## config.mk

```make
export PLATFORM = sky130hd
export DESIGN_NAME = rr_grant_scheduler_flat
export DESIGN_NICKNAME = d
export VERILOG_FILES = /design/src/rtl/rr_grant_scheduler_pkg.sv /design/src/rtl/rr_grant_scheduler_if.sv /design/src/rtl/rr_grant_scheduler_onehot_decoder.sv /design/src/rtl/rr_grant_scheduler.sv /design/src/flat_wrapper.sv
export SDC_FILE = /design/constraint.sdc
export NUM_CORES = 1
export LEC_CHECK = 0
export CORE_ASPECT_RATIO = 1.25
export CORE_MARGIN = 8
export CORE_UTILIZATION = 49
export CTS_CLUSTER_SIZE = 24
export DETAILED_ROUTE_END_ITERATION = 10
export PLACE_DENSITY = 0.72
export SLEW_MARGIN = 10
export SYNTH_ARGS = -nofsm -noshare
export SYNTH_HDL_FRONTEND = slang
export SYNTH_SLANG_ARGS = --single-unit
```

## constraint.sdc

```tcl
create_clock -name clk -period 2.74 [get_ports clk]
set_input_delay 0.548 -clock clk [delete_from_list [all_inputs] [get_ports clk]]
set_output_delay 0.548 -clock clk [all_outputs]
set_load 0.03 [all_outputs]
```

## src/rtl/rr_grant_scheduler_pkg.sv

```systemverilog
// Shared types, defaults and the rotating-priority pick used by the round-robin
// grant scheduler.
package sched_pkg;

    typedef enum logic {
        IDLE  = 1'b0,
        GRANT = 1'b1
    } state_e;

    localparam int DEF_IDX_W    = 3;
    localparam int DEF_MAX_HOLD = 16;
    localparam int MAX_IDX_W    = 8;
    localparam int MAX_N        = 1 << MAX_IDX_W;

    // First set bit of req searching ptr, ptr+1, ... modulo 2^idx_w.
    function automatic int unsigned rr_pick(input logic [MAX_N-1:0] req,
                                            input int unsigned      ptr,
                                            input int unsigned      idx_w);
        int unsigned n;
        int unsigned cand;
        logic        found;
        n       = 32'd1 << idx_w;
        found   = 1'b0;
        rr_pick = 0;
        for (int unsigned k = 0; k < MAX_N; k++) begin
            cand = (ptr + k) & (n - 32'd1);
            if (!found && (k < n) && req[cand[MAX_IDX_W-1:0]]) begin
                found   = 1'b1;
                rr_pick = cand;
            end
        end
    endfunction

endpackage

```

## src/rtl/rr_grant_scheduler_if.sv

```systemverilog
// Requester-side bundle of the grant scheduler: requests and release in,
// grant vector, index, valid and timeout pulse out.
interface rr_grant_scheduler_if #(
    parameter int IDX_W = sched_pkg::DEF_IDX_W
);
    localparam int N = 1 << IDX_W;

    logic [N-1:0]     req;
    logic             release_i;
    logic [N-1:0]     gnt;
    logic [IDX_W-1:0] gnt_idx;
    logic             gnt_valid;
    logic             timeout;

    modport master (
        output req, release_i,
        input  gnt, gnt_idx, gnt_valid, timeout
    );

    modport slave (
        input  req, release_i,
        output gnt, gnt_idx, gnt_valid, timeout
    );
endinterface

```

## src/rtl/rr_grant_scheduler_onehot_decoder.sv

```systemverilog
// Combinational binary-to-one-hot decoder; N is the width of the binary index.
module onehot_decoder #(
    parameter int N = 3
) (
    input  logic [N-1:0]        in_i,
    output logic [(1<<N)-1:0]   out_o
);
    always_comb begin
        out_o       = '0;
        out_o[in_i] = 1'b1;
    end
endmodule

```

## src/rtl/rr_grant_scheduler.sv

```systemverilog
// Round-robin arbiter: registered grant index held until release, withdrawal
// or hold timeout, with one dead cycle between consecutive owners.
module rr_grant_scheduler
    import sched_pkg::*;
#(
    parameter int IDX_W    = DEF_IDX_W,
    parameter int MAX_HOLD = DEF_MAX_HOLD
) (
    input  logic          clk,
    input  logic          rst_n,
    rr_grant_scheduler_if.slave bus
);
    localparam int N     = 1 << IDX_W;
    localparam int CNT_W = $clog2(MAX_HOLD + 1);

    state_e           state_q, state_d;
    logic [IDX_W-1:0] gnt_idx_q, gnt_idx_d;
    logic [IDX_W-1:0] ptr_q, ptr_d;
    logic [CNT_W-1:0] cnt_q, cnt_d;
    logic             timeout_q, timeout_d;
    logic [N-1:0]     dec_out;
    logic             owner_req;
    logic             hold_expired;

    assign owner_req    = bus.req[gnt_idx_q];
    assign hold_expired = (cnt_q == CNT_W'(MAX_HOLD));

    // NOTE: every next-state signal is defaulted first so no path can infer a latch.
    always_comb begin
        state_d   = state_q;
        gnt_idx_d = gnt_idx_q;
        ptr_d     = ptr_q;
        cnt_d     = cnt_q;
        timeout_d = 1'b0;
        case (state_q)
            IDLE: begin
                if (|bus.req) begin
                    gnt_idx_d = IDX_W'(rr_pick(MAX_N'(bus.req), 32'(ptr_q), IDX_W));
                    cnt_d     = CNT_W'(1);
                    state_d   = GRANT;
                end
            end
            GRANT: begin
                if (bus.release_i || !owner_req || hold_expired) begin
                    // Only a revocation with the owner still asking pulses timeout.
                    timeout_d = !bus.release_i && owner_req;
                    ptr_d     = gnt_idx_q + 1'b1;
                    cnt_d     = '0;
                    state_d   = IDLE;
                end else begin
                    cnt_d = cnt_q + 1'b1;
                end
            end
            default: state_d = IDLE;
        endcase
    end

    // NOTE: state registers use non-blocking assignments; reset is sampled on the clock edge.
    always_ff @(posedge clk) begin
        if (!rst_n) begin
            state_q   <= IDLE;
            gnt_idx_q <= '0;
            ptr_q     <= '0;
            cnt_q     <= '0;
            timeout_q <= 1'b0;
        end else begin
            state_q   <= state_d;
            gnt_idx_q <= gnt_idx_d;
            ptr_q     <= ptr_d;
            cnt_q     <= cnt_d;
            timeout_q <= timeout_d;
        end
    end

    onehot_decoder #(.N(IDX_W)) u_dec (
        .in_i  (gnt_idx_q),
        .out_o (dec_out)
    );

    assign bus.gnt_valid = (state_q == GRANT);
    assign bus.gnt       = dec_out & {N{bus.gnt_valid}};
    assign bus.gnt_idx   = gnt_idx_q;
    assign bus.timeout   = timeout_q;
endmodule
```

## src/flat_wrapper.sv

```systemverilog
// flat-port wrapper written by rule: the top's interface ports become plain ports
module rr_grant_scheduler_flat import sched_pkg::*;
#(
    parameter int IDX_W    = DEF_IDX_W,
    parameter int MAX_HOLD = DEF_MAX_HOLD
)
  (clk, rst_n, bus_req, bus_release_i, bus_gnt, bus_gnt_idx, bus_gnt_valid, bus_timeout);
  rr_grant_scheduler_if #(.IDX_W(IDX_W)) bus_i ();
  input  logic clk;
  input  logic rst_n;
  input wire logic [$bits(bus_i.req)-1:0] bus_req;
  input wire logic [$bits(bus_i.release_i)-1:0] bus_release_i;
  output wire logic [$bits(bus_i.gnt)-1:0] bus_gnt;
  output wire logic [$bits(bus_i.gnt_idx)-1:0] bus_gnt_idx;
  output wire logic [$bits(bus_i.gnt_valid)-1:0] bus_gnt_valid;
  output wire logic [$bits(bus_i.timeout)-1:0] bus_timeout;
  assign bus_i.req = bus_req;
  assign bus_i.release_i = bus_release_i;
  assign bus_gnt = bus_i.gnt;
  assign bus_gnt_idx = bus_i.gnt_idx;
  assign bus_gnt_valid = bus_i.gnt_valid;
  assign bus_timeout = bus_i.timeout;
  rr_grant_scheduler #(.IDX_W(IDX_W), .MAX_HOLD(MAX_HOLD)) u_core (.clk(clk), .rst_n(rst_n), .bus(bus_i));
endmodule
```

==> impl_metrics.ini, run 1 <==
[logic_synthesis]
ys_types = 53
syn_inst = 192
ys_seq_area_share_pct = 16.0
ys.flop_type = dfxtp_1
syn_area_per_cell_sq_um = 8.47
synth_area_leaders = dfxtp_1, mux4_2, a21oi_1
netlist.area_leader.share_pct = 16.0
synth_top_area_cell = dfxtp_1
synth-async-reset-ratio_pct = 0
synth-edff-count = 0
syn_area_sq_um = 1630
synth.most_common_cell = nor2_1
synth_nets = 208
synth.ff_latch_count = 13
synth_common_cells = nor2_1, a21oi_1, nand2_1
synth_warnings = 0

[finish]
seq_area_sq_um = 260
final_util_pct = 67.9
multi_input_area_sq_um = 1330
fill_cells = 261
drive_above_1_share_pct = 27.4
area_growth_pct = 33.5
final_nets = 254
antenna_cells = 0

[timing]
post-route-period-util_pct = 95.0
tightest_slew_ns = 0.670
fin_skew_ns = 0.00642
hold_violations = 0
hold_slack_ns = 0.510
max_freq_mhz = 384
report.final.slew_viol_count = 0
min_period_ns = 2.60
slew_headroom_pct = 55.3
fin_ws_ns = 0.138
setup_viol = 0
fin_tns_setup_ns = 0

[power]
p_comb_share_pct = 70.8
power-per-cell-area_nw_per_um2 = 709
p_leak_nw = 0.842
clkPwrFrac_pct = 11.5
p_seq_share_pct = 17.7
p_int_mw = 0.834
total_power_mw = 1.54
ir_drop_v = 0.000426
p_sw_share_pct = 45.8
p_sw_mw = 0.705

[grt]
met1_usage_pct = 19.6
grt_max_degree = 21
met3_usage_pct = 2.92
grt_pass1_wl_mm = 8.09
top_usage_layer = met2
met2_usage_pct = 35.5
grt_pass1_vias = 1804
globalRouteOverflowTotal = 0
antenna_found_initial = 0
grtUsageTotal_pct = 18.7

[setup_path]
cp-start-kind = input pin
cp.required_ns = 2.87
critPathMaxFanout = 7
critPathCaptureType = register
r2r_setup_slack_ns = 0.15
critPathArrivalTime_ns = 2.73
crit_type = in -> reg

[die]
io_pins = 24
start_util_pct = 50.9
die_h_um = 80.4
die_x_um = 67.5
rows = 23
core-area_sq_um = 3190
die_area_sq_um = 5430

[placement]
pre_cts_slack_ns = -0.135
dp_hpwl_mm = 3.99
place.gp.congestion = 0.946
port_buffers = 23

[drt]
vias_per_cell = 6.62
route.vias.total = 1813
drc = 0
wl_per_cell_um = 18.7
final_antenna_net_count = 0
dr.first_iter.drc_count = 133
drt_pre_antenna_iters = 4
routed_wl_mm = 5.11

[clocking]
clock_path_buffers = 2
cts_hold_buf = 0
cts-htree-levels = 1
cts_tree = built
cts_root_buf = clkbuf_8
clock_latency_ns = 0.25
cts_buffers = 3
clock-sinks = 13
clk_pin_slew_ns = 0.06

[run_status]
status = finished clean

[flow_run]
max_cap_violations = 0

[worst_hold_path]
worstHoldPathType = reg -> reg
[timing repair]
| item | 4_1_cts | 5_1_grt |
|---|---|---|
| setup buffers | 0 | 0 |
| endpoints found under the setup margin | 0 | 3 |
| resized for setup | 0 | 12 |
[critical path, stage by stage]
cell and delay (ns):
clkdlybuf4s50_1 0.54, mux4_2 0.58, mux2i_1 0.28, nand2_1 0.15
nor2_2 0.19, buf_4 0.15, a2111oi_2 0.05, a31oi_1 0.16
a21oi_1 0.08
[path summary, 6_finish.rpt]
path | startpoint | to | cells past startpoint
hold reg to reg | u_core.cnt_q[4]$_SDFFE_PN0P_ | u_core.cnt_q[4]$_SDFFE_PN0P_ | 2
hold / removal | u_core.cnt_q[4]$_SDFFE_PN0P_ | u_core.cnt_q[4]$_SDFFE_PN0P_ | 2
setup / recovery | bus_req[5] | u_core.bus.gnt_idx[0]$_SDFFE_PN0P_ | 9
setup reg to reg | u_core.ptr_q[0]$_SDFFE_PN0P_ | u_core.bus.gnt_idx[0]$_SDFFE_PN0P_ | 11
[per-layer routing]
| metal | share of wire (%) | wire [um] |
|---|---|---|
| met1 | 39 | 2010 |
| met2 | 55 | 2810 |
| met3 | 3.0 | 153 |
| met4 | 2.7 | 137 |
| met5 | 0 | 0 |
[registers in the layout (all words and copies together), names as in the netlist]
| name | flops |
|---|---|
| u_core.bus.gnt_idx | 3 |
| u_core.bus.gnt_valid | 1 |
| u_core.bus.timeout | 1 |
| u_core.cnt_q | 5 |
| u_core.ptr_q | 3 |
[stage by stage]
step | instance area [sq um] | std cells
final | 2170 | 274
after global routing | 2170 | 274
after CTS | 2100 | 274
after detailed placement | 2060 | 270
after global placement | 2060 | 270
after floorplan | 1630 | 192
[cell usage in the layout (no fill, tap or decap), types with 7 or more instances in the layout]
master	instances
buf_4	28
nand2_1	15
clkdlybuf4s50_1	22
nor2_1	17
inv_1	9
mux4_2	12
a21oi_1	15
mux2i_1	7
o21ai_0	8
dfxtp_1	13
[layout make-up]
class                   count  share of cell area [%]
clock buffers               3                    1.90
clock inverters             1                   0.231
inverters                  11                    1.90
multi-input cells         158                    61.4
flip-flops and latches     13                    12.0
well taps                  37                    2.13
repair buffers             51                    20.4
[power by group through the flow]
stage | Sequential, mW | Clock (mW) | Combinational [mW]
floorplan | 0.282 | 0 | 0.682
global placement | 0.271 | 0 | 1.00
detailed placement | 0.274 | 0 | 1.02
CTS | 0.270 | 0.178 | 1.02
global route | 0.280 | 0.185 | 1.15
finish | 0.273 | 0.177 | 1.09
[cells by family after synthesis]
logic type	after synthesis	synth area share (%)
mux	27	27.1
buf+inv	21	5.93
simple gates	65	20.7
xor+xnor	5	2.69
fa+ha+maj	5	3.85
compound gates	56	23.7
flops	13	16.0
No activity file was read; power rests on OpenSTA's default activity.
==> run 2, diff against run 1 <==
--- a/constraint.sdc
+++ b/constraint.sdc
@@ -3,2 +3,2 @@
 set_output_delay 0.548 -clock clk [all_outputs]
-set_load 0.03 [all_outputs]
+set_load 0.01 [all_outputs]
==> run 2 against run 1 <==
  * Register-to-register slack lost 0.03 ns
  * Clock skew fell by 0.0014 ns
  * Cell area shrank 0.98%
  * Via count down 3.0%
==> impl_metrics.ini, run 2 (synthesized netlist as in run 1, its figures left out) <==
[finish]
mostFrequentLayoutCell = buf_4
final_util_pct = 67.3
area_growth_pct = 32.2
stdcell_count = 274
fin_area_sq_um = 2150
layout_common_cells = buf_4, clkdlybuf4s50_1, nor2_1
multi_input_area_sq_um = 1320
fill_cells = 270
seq_area_sq_um = 260
drive_above_1_share_pct = 26.2
largest_register_ffs = 5
antenna_cells = 0
largest_register = u_core.cnt_q
final_nets = 254

[placement]
postPlaceCellArea_sq_um = 2050
dp_hpwl_mm = 4.01
port_buffers = 23
place.gp.congestion = 0.956
dp_cells = 269
pre_cts_slack_ns = -0.126

[setup_path]
timing.rr.start = u_core.ptr_q[0]$_SDFFE_PN0P_
crit_top_cell = a21oi_1
r2r_setup_slack_ns = 0.12
slowest_stage = mux4_2
critPathCaptureType = register
cp-start-kind = input pin
worst_r2r_endpoint = u_core.bus.gnt_idx[1]$_SDFFE_PN0P_
critPathArrivalTime_ns = 2.79
cpPeakStageDelay_ns = 0.54
crit_type = in -> reg
reg2reg_depth = 11
cp.required_ns = 2.87
path_cells = clkdlybuf4s50_1 > mux4_2 > a21oi_1 > a32oi_2 > nor2_2 > buf_4 > a2111oi_2 > a31oi_1 > a21oi_1
critPathMaxFanout = 7

[power]
clkPwrFrac_pct = 11.7
total_power_mw = 1.48
p_comb_share_pct = 69.6
p_sw_mw = 0.655
power-per-cell-area_nw_per_um2 = 689
p_int_mw = 0.825
p_leak_nw = 0.832
p_seq_share_pct = 18.7
ir_drop_v = 0.000551
p_sw_share_pct = 44.3

[die]
die_x_um = 67.5
core-area_sq_um = 3190
rows = 23
io_pins = 24
die_h_um = 80.4
start_util_pct = 50.9
die_area_sq_um = 5430

[grt]
globalRouteOverflowTotal = 0
antenna_found_initial = 0
top_usage_layer = met2
met3_usage_pct = 3.06
grt_max_degree = 21
met2_usage_pct = 33.2
grt_pass1_wl_mm = 8.10
met1_usage_pct = 21.5
grtUsageTotal_pct = 19.1
grt_pass1_vias = 1675

[timing]
fin_skew_ns = 0.00502
hold_slack_ns = 0.506
fin_tns_setup_ns = 0
post-route-period-util_pct = 97.2
slew_headroom_pct = 59.4
min_period_ns = 2.66
setup_viol = 0
tightest_slew_ns = 0.609
report.final.slew_viol_count = 0
max_freq_mhz = 375
fin_ws_ns = 0.0768
hold_violations = 0
rsz0062_at_grt = true

[clocking]
cts_tree = built
cts_buffers = 3
clock-sinks = 13
clock_path_buffers = 2
cts_root_buf = clkbuf_8
cts-htree-levels = 1
clock_latency_ns = 0.24
clk_pin_slew_ns = 0.06
cts_hold_buf = 0

[worst_hold_path]
hold_end = u_core.cnt_q[4]$_SDFFE_PN0P_
worstHoldPathType = reg -> reg
worstHoldPathCells = 2
min-delay-start = u_core.cnt_q[4]$_SDFFE_PN0P_

[drt]
dr.first_iter.drc_count = 113
final_antenna_net_count = 0
drt_pre_antenna_iters = 5
route.vias.total = 1759
vias_per_cell = 6.42
wl_per_cell_um = 18.8
drc = 0
routed_wl_mm = 5.14

[run_status]
status = finished clean

[flow_run]
max_cap_violations = 0
-- run 2: how the worst max path moves through the flow --
stage,from,to,slack (ns),depth (start not counted)
final,bus_req[6],u_core.bus.gnt_idx[0]$_SDFFE_PN0P_,0.08,9
after global routing,u_core.ptr_q[0]$_SDFFE_PN0P_,u_core.bus.gnt_idx[1]$_SDFFE_PN0P_,-0.03,10
after CTS,u_core.ptr_q[0]$_SDFFE_PN0P_,u_core.bus.gnt_idx[0]$_SDFFE_PN0P_,0.09,9
after detailed placement,bus_req[6],u_core.bus.gnt_idx[0]$_SDFFE_PN0P_,-0.13,8
after global placement,bus_req[5],u_core.bus.gnt_idx[0]$_SDFFE_PN0P_,-0.05,8
after floorplan,u_core.ptr_q[1]$_SDFFE_PN0P_,u_core.bus.gnt_idx[1]$_SDFFE_PN0P_,0.02,12
-- run 2: power groups by stage --
stage	Combinational, mW	Sequential (mW)	Clock (mW)
final	1.03	0.277	0.173
after global routing	1.10	0.282	0.185
after CTS	0.976	0.274	0.175
after detailed placement	0.972	0.277	0
after global placement	0.951	0.275	0
after floorplan	0.666	0.259	0
-- run 2: area by class of cell --
type                    instances  share of cell area (%)
clock buffers                   4                    2.10
multi-input cells             158                    61.2
inverters                      11                    1.92
well taps                      37                    2.15
repair buffers                 51                    20.5
flip-flops and latches         13                    12.1
-- run 2: what timing repair did --
item,CTS,global route
setup endpoints to repair,0,4
resized for setup,0,8
buffers inserted,0,1
-- run 2: layer usage --
layer / routed length, um / vias up
li1: - / 830
met5: 0 / -
met2: 2780 / 52
met1: 2010 / 865
met3: 194 / 12
met4: 154 / 0
-- run 2: worst max-delay path, delay by kind of cell --
kind / cells / cell delay (ns)
buf+inv: 2 / 0.68
simple gates: 1 / 0.26
mux: 1 / 0.54
compound gates: 5 / 0.75
==> RTL change 1: new RTL, settings of run 1 <==
Change the package constant `MAX_IDX_W` from 8 to 7.
--- a/src/rtl/rr_grant_scheduler_pkg.sv
+++ b/src/rtl/rr_grant_scheduler_pkg.sv
@@ -11,3 +11,3 @@
     localparam int DEF_MAX_HOLD = 16;
-    localparam int MAX_IDX_W    = 8;
+    localparam int MAX_IDX_W    = 7;
     localparam int MAX_N        = 1 << MAX_IDX_W;
Check against the original RTL: equivalent (equiv_simple and equiv_induct, registers matched by name and starting in step).
==> RTL change 1 against run 1 <==
Routed wire length down 20%; design area down 9.3%; area after synthesis down 6.9%; total power down 20%; hold slack worse by 0.0076 ns; setup slack better by 0.0070 ns; sequential cell count unchanged; count of clock-buffer cells in the layout up 1; highest routed layer unchanged.
==> RTL change 1: results (changes against run 1) <==
status=complete, no violations (unchanged); comb pwr=0.850 mW (was 1.09 mW); register area share after synthesis=17.2% (was 16.0%); Reg2Reg Depth=9 (was 11); crit path kind=reg -> reg (was in -> reg); Seq area share=13.2% (was 12.0%); Post-Synthesis Net Count=192 (was 208); critical path arrival=2.77 ns (was 2.73 ns); max frequency=0.385 GHz (was 0.384 GHz); #MultiIn Comb=142 (was 158); Fillers=246 (was 261); Synth top cells by count=24 x nor2_1, 13 x dfxtp_1, 11 x inv_1, 10 x a21oi_1 (was 17 x nor2_1, 16 x a21oi_1, 15 x nand2_1, 13 x dfxtp_1, 11 x mux4_2); sequential power=0.256 mW (was 0.273 mW); clk tree area frac=1.34% (was 2.13%); worst hold slack=0.502 ns (was 0.510 ns); share of cells above drive strength 1=24.5% (was 27.4%); cell area after layout=1970 sq um (was 2170 sq um); Detail Placement HPWL=3390 um (was 3990 um); Worst-path clk slew=0.08 ns (was 0.06 ns); vias in the first global route=1,553 (was 1,804); pre-CTS WS=-0.0871 ns (was -0.135 ns); Non-clock buffers=50 (was 51); Vias/cell=5.94 (was 6.62); largest net degree at the start of global routing=14 (was 21); FF-to-FF End=u_core.bus.gnt_idx[1]$_SDFFE_PN0P_ (was u_core.bus.gnt_idx[0]$_SDFFE_PN0P_); worst slew pin tran=0.413 ns (was 0.670 ns); nets=237 (was 254); Critical path origin=u_core.ptr_q[1]$_SDFFE_PN0P_ (was bus_req[5]); Switching Fraction=44.1% (was 45.8%); multi-input logic area=1160 sq um (was 1330 sq um); Synth area leaders=dfxtp_1 17%, mux4_2 13%, mux2i_1 6.0% (was dfxtp_1 16%, mux4_2 15%, a21oi_1 4.9%); Signal buf overhead=22.0% (was 20.4%); WL final=4070 um (was 5110 um); Clk Latency, worst-skew pair=0.28 ns (was 0.25 ns)
RTL change 1: kinds of logic after synthesis:
kind of cell | share of synthesized area (%)
xor+xnor | 2.81
buf+inv | 5.95
flops | 17.2
simple gates | 22.9
fa+ha+maj | 4.14
mux | 27.8
compound gates | 19.2
RTL change 1: stage by stage:
step           util [%]  cells  power, mW
3_5_place_dp       65.9    252       1.11
5_1_grt            66.8    256       1.31
3_3_place_gp       65.9    252       1.09
2_1_floorplan         -    176      0.827
4_1_cts            66.8    256       1.23
6_report           66.8    256       1.23
RTL change 1: routing by layer:
layer	share of wire, %	global-route usage, %	wire [um]
met1	37	16.9	1520
met2	55	31.0	2250
met3	3.8	0.994	154
met4	3.7	9.19	150
met5	0	0	0
RTL change 1: worst register-to-register path, stage by stage, from the launching register on:
cell	delay, ns
dfxtp_1	0.34
inv_1	0.06
ha_1	0.42
mux4_2	0.64
mux2i_4	0.22
and2_1	0.18
nor3b_2	0.20
o21ai_1	0.09
and3_1	0.18
o21a_1	0.17
==> RTL change 2: new RTL, settings of run 1 <==
Without the edit above. Make the reset (`rst_n`) asynchronous in one clocked block.
--- a/src/rtl/rr_grant_scheduler.sv
+++ b/src/rtl/rr_grant_scheduler.sv
@@ -58,3 +58,3 @@
     // NOTE: state registers use non-blocking assignments; reset is sampled on the clock edge.
-    always_ff @(posedge clk) begin
+    always_ff @(posedge clk or negedge rst_n) begin
         if (!rst_n) begin
Formal check against the unedited RTL: differs if rst_n is asserted again (counterexample within 4 cycles, from zero or initial values and one cycle with rst_n low); with rst_n held inactive, the same outputs for 4 cycles.
==> RTL change 2 against run 1 <==
Register-to-register slack worse by 0.02 ns; sequential cell count unchanged; clock skew fell by 0.0044 ns; routed wire length fell by 6.5%; design area is 1.4% higher; setup slack lost 0.060 ns; area after synthesis shrank 0.46%.
Power is not compared: it rests on default switching activity, and its combinational part moved more than twofold at a synthesized area within 25%.
==> RTL change 2: results (changes against run 1) <==
CP max stage cell=clkdlybuf4s50_1 (was mux4_2); FF-to-FF End=u_core.bus.gnt_idx[1]$_DFFE_PN0P_ (was u_core.bus.gnt_idx[0]$_SDFFE_PN0P_); DR WL/cell=18.9 um (was 18.7 um); worst slew pin tran=0.586 ns (was 0.670 ns); nets=233 (was 254); adder-cell area share of the yosys netlist=3.87% (was 3.85%); Post-Synthesis Net Count=181 (was 208); worst hold slack=0.481 ns (was 0.510 ns); grt met2 use=30.9% (was 35.5%); largest net degree at the start of global routing=18 (was 21); reg2reg setup slack=0.13 ns (was 0.15 ns); Synth area leaders=dfrtp_1 20%, mux4_2 17%, mux4_1 6.5% (was dfxtp_1 16%, mux4_2 15%, a21oi_1 4.9%); register area share after synthesis=20.1% (was 16.0%); fraction of registers with async set/reset=100% (was 0%); XOR/XNOR share of the synthesized area=2.09% (was 2.69%); Synth cell types=48 (was 53); Metal-1 WL=1840 um (was 2010 um); post-synthesis mux area share=34.7% (was 27.1%); Fillers=244 (was 261); grt met1 use=19.4% (was 19.6%); Vias/cell=6.24 (was 6.62); pre-CTS WS=-0.212 ns (was -0.135 ns); DR vias=1,578 (was 1,813); Iter 0 DRT Violations=102 (was 133); hold_sp=u_core.cnt_q[4]$_DFFE_PN0P_ (was u_core.cnt_q[4]$_SDFFE_PN0P_); clkbuf count=4 (was 3); multi-input logic area=1250 sq um (was 1330 sq um); #MultiIn Comb=135 (was 158); num sequential=13 (unchanged); worst min-delay path endpoint=u_core.cnt_q[4]$_DFFE_PN0P_ (was u_core.cnt_q[4]$_SDFFE_PN0P_); final clock skew=0.00204 ns (was 0.00642 ns); clk tree area frac=2.05% (was 2.13%); met3 WL post-DR=274 um (was 153 um); Compound-Gate Fraction of Synth Area=17.7% (was 23.7%); first-pass GRT wire length=7540 um (was 8090 um); Logic inverters=8 (was 11); routed wl met2=2530 um (was 2810 um); Non-clock buffers=56 (was 51); Hold Crit Depth=1 (was 2); share of cells above drive strength 1=31.9% (was 27.4%); Detail Placement HPWL=3560 um (was 3990 um); Reg2Reg Depth=8 (was 11); routability cong.=0.959 (was 0.946); status=complete, no violations (unchanged)
RTL change 2: cell types whose count changed after synthesis, moves of 4 or more:
| cell | change |
|---|---|
| dfrtp_1 | +13 |
| dfxtp_1 | -13 |
| a21oi_1 | -11 |
| o21ai_0 | +4 |
RTL change 2: worst max-delay path by stage:
stage                                start  cells after the start  slack, ns                                 to
4_1_cts                         bus_req[0]                      8       0.06  u_core.bus.gnt_idx[1]$_DFFE_PN0P_
3_3_place_gp                    bus_req[4]                      9      -0.14  u_core.bus.gnt_idx[1]$_DFFE_PN0P_
5_1_grt                         bus_req[6]                      9      -0.05  u_core.bus.gnt_idx[0]$_DFFE_PN0P_
3_5_place_dp                    bus_req[0]                      8      -0.21  u_core.bus.gnt_idx[1]$_DFFE_PN0P_
6_report                        bus_req[6]                      9       0.08  u_core.bus.gnt_idx[0]$_DFFE_PN0P_
2_1_floorplan  u_core.ptr_q[1]$_DFFE_PN0P_                     10       0.08  u_core.bus.gnt_idx[1]$_DFFE_PN0P_
